==> src/rtl/add_sub_sequencer.sv <==
// Sequential front-end driving a combinational WIDTH-bit adder/subtracter with an accumulator.
// Latency: LOAD/CLEAR 1 cycle, ADD/SUB 2 cycles from command accept to out_valid.
// Backpressure: one command in flight; in_ready drops until the result is taken via out_ready.
module add_sub_sequencer #(
   parameter int WIDTH = 4,
   parameter int CNT_W = 8
) (
   input  logic             clk,
   input  logic             rst_n,
   input  logic             in_valid,
   output logic             in_ready,
   input  logic [1:0]       in_op,
   input  logic [WIDTH-1:0] in_data,
   output logic [WIDTH-1:0] add_a,
   output logic [WIDTH-1:0] add_b,
   output logic             add_s,
   input  logic [WIDTH-1:0] add_sum,
   input  logic             add_v,
   output logic             out_valid,
   input  logic             out_ready,
   output logic [WIDTH-1:0] out_data,
   output logic             out_ovf,
   output logic             ovf_sticky,
   output logic [CNT_W-1:0] op_count
);

   localparam logic [1:0] OP_LOAD  = 2'b00;
   localparam logic [1:0] OP_ADD   = 2'b01;
   localparam logic [1:0] OP_SUB   = 2'b10;
   localparam logic [1:0] OP_CLEAR = 2'b11;

   typedef enum logic [1:0] {
      IDLE = 2'b00,
      EXEC = 2'b01,
      RESP = 2'b10
   } state_t;

   state_t           state;
   logic [WIDTH-1:0] acc;

   // The accumulator is what the consumer sees; it only moves on accept or in EXEC,
   // so it is naturally stable for the whole RESP stall.
   assign out_data = acc;

   // Command FSM: all outputs registered; adder inputs only move on ADD/SUB accept.
   always_ff @(posedge clk or negedge rst_n) begin
      if (!rst_n) begin
         state      <= IDLE;
         acc        <= '0;
         add_a      <= '0;
         add_b      <= '0;
         add_s      <= 1'b0;
         in_ready   <= 1'b1;
         out_valid  <= 1'b0;
         out_ovf    <= 1'b0;
         ovf_sticky <= 1'b0;
         op_count   <= '0;
      end else begin
         case (state)
            IDLE: begin
               if (in_valid && in_ready) begin
                  in_ready <= 1'b0;
                  case (in_op)
                     OP_LOAD: begin
                        acc       <= in_data;
                        out_ovf   <= 1'b0;
                        out_valid <= 1'b1;
                        state     <= RESP;
                     end
                     OP_CLEAR: begin
                        acc        <= '0;
                        out_ovf    <= 1'b0;
                        ovf_sticky <= 1'b0;
                        out_valid  <= 1'b1;
                        state      <= RESP;
                     end
                     default: begin
                        // ADD or SUB: present operands to the adder, result lands next edge
                        add_a <= acc;
                        add_b <= in_data;
                        add_s <= (in_op == OP_SUB);
                        state <= EXEC;
                     end
                  endcase
               end
            end
            EXEC: begin
               acc        <= add_sum;
               out_ovf    <= add_v;
               ovf_sticky <= ovf_sticky | add_v;
               op_count   <= op_count + CNT_W'(1);
               out_valid  <= 1'b1;
               state      <= RESP;
            end
            RESP: begin
               // Retiring returns to IDLE only; a waiting command is taken on the next edge.
               if (out_ready) begin
                  out_valid <= 1'b0;
                  in_ready  <= 1'b1;
                  state     <= IDLE;
               end
            end
            default: begin
               out_valid <= 1'b0;
               in_ready  <= 1'b1;
               state     <= IDLE;
            end
         endcase
      end
   end

endmodule

==> config.mk <==
export PLATFORM = sky130hd
export DESIGN_NAME = add_sub_sequencer
export DESIGN_NICKNAME = d
export VERILOG_FILES = /design/src/rtl/add_sub_sequencer.sv
export SDC_FILE = /design/constraint.sdc
export NUM_CORES = 1
export LEC_CHECK = 0
export CAP_MARGIN = 25
export CORE_AREA = 2 2 62 64
export DETAILED_ROUTE_END_ITERATION = 6
export DIE_AREA = 0 0 64 66
export HOLD_SLACK_MARGIN = 0.12
export PLACE_DENSITY_LB_ADDON = 0.12
export SETUP_SLACK_MARGIN = 0.1
export SYNTH_ARGS = -nofsm -noshare
export SYNTH_HDL_FRONTEND = slang
export SYNTH_SLANG_ARGS = --single-unit
==> constraint.sdc <==
create_clock -name clk -period 4.2 [get_ports clk]
set_input_delay 0.84 -clock clk [delete_from_list [all_inputs] [get_ports clk]]
set_output_delay 0.84 -clock clk [all_outputs]
set_load 0.01 [all_outputs]
==> impl_metrics.json <==
{
  "status": "finished, final reports clean",
  "netlist_top_cells_count": "dfrtp_1 (26), mux2_4 (17), nand2_1 (9)",
  "path_cells": "clkdlybuf4s50_1",
  "vdd_drop_max_v": 0.000228,
  "nets": 161,
  "cpMaxStageDelayCell": "dfstp_2",
  "max_stage_delay_ns": 0.60,
  "dr.pass1.iters": 4,
  "core.rowCount": 22,
  "drive_gt1_share_pct": 19.1,
  "cp-end-kind": "output pin",
  "crit_type": "register to output pin",
  "cp.required_ns": 3.36,
  "drt_iter0_drc": 29,
  "grtUsageTotal_pct": 12.4,
  "period_needed_ns": 2.32,
  "drc_errors": 0,
  "initial_core_util_pct": 37.6,
  "r2r_cells": 4,
  "avgRoutedWirePerCell_um": 13.2,
  "seq_area_frac_synth_pct": 50.7,
  "holdPathStages": 1,
  "finalCritPeriodShare_pct": 55.2,
  "yosysTopAreaCell": "dfrtp_1",
  "finalSetupViolations": 0,
  "synth.area.top_cells": "dfrtp_1 (49%), mux2_4 (19%), xnor2_1 (4.6%)",
  "cts_buffers": 3,
  "io_pins": 40,
  "hold_buffers": 0,
  "placed_area_um2": 1760,
  "synth_area_um2": 1340,
  "grt_pass1_wl_um": 3980,
  "crit_fanout": 6,
  "synth_flop_cell": "dfrtp_1",
  "dpl.hpwl_um": 1870,
  "cts-resized-gates": 0,
  "synthCells": 100,
  "final_cell_area_um2": 1790,
  "start_kind": "register",
  "cp_num_buf_inv": 1,
  "p_per_area_nw_per_um2": 464,
  "syn-num-nets": 119,
  "layout.cells.non_filler": 189,
  "grt_max_degree": 28,
  "fillers": 317,
  "wl_um": 2490,
  "area.growth.synth_to_final_pct": 33.7,
  "grt_pass1_vias": 856,
  "p_leak_nw": 0.785,
  "worst_pin_slew_ns": 0.389,
  "clk_path_buf_depth": 2,
  "cts_sinks": 27,
  "postRouteAntennaNets": 0,
  "slew_headroom_pct": 74.1,
  "clk_transition_reported_paths_ns": 0.15,
  "maxCapViolations": 0,
  "postCtsSetupRepairBufs": 0,
  "fin_worst_skew_ns": 0.00603,
  "die_y_um": 66,
  "seq_area_um2": 677,
  "num_antenna_cells": 0,
  "overflow": 0,
  "core-area_um2": 3550,
  "power.total_mw": 0.828,
  "multi_input_area_um2": 598,
  "ys_warn_count": 0,
  "cts_max_level": 1,
  "async_flop_share_pct": 100,
  "num_vias": 892,
  "cp_num_cells": 1,
  "synth_edf_count": 0,
  "io_buffers": 39,
  "clock_latency_ns": 0.33,
  "maxSlewViolCount": 0,
  "synth_cell_type_count": 25,
  "antenna_found_initial": 0,
  "cts_tree": "yes",
  "avgViaCountPerCell": 4.72,
  "crit_family": "flip-flops",
  "cp.arrival_ns": 1.48,
  "place.gp.congestion": 0.684,
  "synth_seq_cells": 27,
  "rsz0062_at_grt": "false",
  "finalHoldViolations": 0,
  "synth_area_per_cell_um2": 13.4,
  "hold_path.class": "register to register",
  "synth_most_common_cell": "dfrtp_1",
  "synth_top_area_share_pct": 48.7,
  "fp.dieW_um": 64,
  "setup-tns-final_ns": 0,
  "root_buffer": "clkbuf_4",
  "finish.utilization_pct": 50.3,
  "dp.cells": 185,
  "max_freq_mhz": 432,
  "dieArea_um2": 4220
}
-- power breakdown --
group / total (mW) / leakage, nW / switching [mW] / internal (mW)
clock network: 0.118 / 0.0139 / 0.0814 / 0.0365
logic: 0.323 / 0.424 / 0.0971 / 0.226
registers: 0.387 / 0.348 / 0.0543 / 0.333
-- cells in the final DEF (no fill, tap or decap) --
cell,count
a2bb2oi_1,1
a21oi_1,2
o21bai_1,1
clkdlybuf4s50_1,39
mux2_4,17
xnor2_1,7
dfrtp_1,26
nor2b_1,6
buf_4,2
nand2b_4,1
clkinvlp_4,1
and3b_1,1
nand2_1,9
o211ai_1,1
nor3_1,1
a22o_1,1
dfstp_2,1
nand4b_1,1
nor4b_2,1
a21oi_2,1
nand4_1,4
ha_1,4
clkbuf_4,3
inv_1,4
nor2_1,3
o21ai_0,1
and4b_1,1
and3_1,1
-- through the flow --
| stage | setup slack (ns) | hold slack [ns] |
|---|---|---|
| finish | 1.88 | 0.480 |
| global route | 1.82 | 0.506 |
| CTS | 1.87 | 0.490 |
| detailed placement | 1.56 | 0.470 |
| global placement | 1.61 | 0.461 |
| floorplan | 2.24 | 0.508 |
-- state kept, by name, indices dropped and copies added (netlist names), 2 cells and up --
name	cells
add_a	4
add_b	4
op_count	8
out_data	4
state	2
-- final timing paths --
| kind | from | endpoint | slack (ns) |
|---|---|---|---|
| max reg2reg | in_ready | add_b[2] | 2.55 |
| min reg2reg | op_count[7] | op_count[7] | 0.48 |
| max | in_ready | in_ready | 1.88 |
| min in group asynchronous | rst_n | op_count[5] | 0.84 |
| max in group asynchronous | rst_n | in_ready | 3.04 |
| min | op_count[7] | op_count[7] | 0.48 |
-- kinds of logic after synthesis --
| logic type | count (synthesis) | share of synthesized area (%) |
|---|---|---|
| compound gates | 8 | 4.22 |
| fa+ha+maj | 4 | 3.75 |
| simple gates | 29 | 13.1 |
| flops | 27 | 50.7 |
| buf+inv | 8 | 4.50 |
| xor+xnor | 7 | 4.59 |
| mux | 17 | 19.1 |
-- per-layer routing --
| layer | share of wire (%) | wire (um) | GRT usage (%) |
|---|---|---|---|
| met1 | 43 | 1080 | 15.7 |
| met2 | 49 | 1210 | 19.8 |
| met3 | 6.8 | 169 | 4.26 |
| met4 | 1.2 | 31 | 4.08 |
| met5 | 0 | 0 | 0 |
-- layout make-up --
class / instances / share of cell area (%)
sequential: 27 / 37.9
inverter: 4 / 0.841
clock buffer: 3 / 1.26
multi-input combinational: 65 / 33.5
clock inverter: 1 / 0.420
tap: 48 / 3.36
timing repair buffer: 41 / 22.7
No activity file was read; power rests on OpenSTA's default activity.
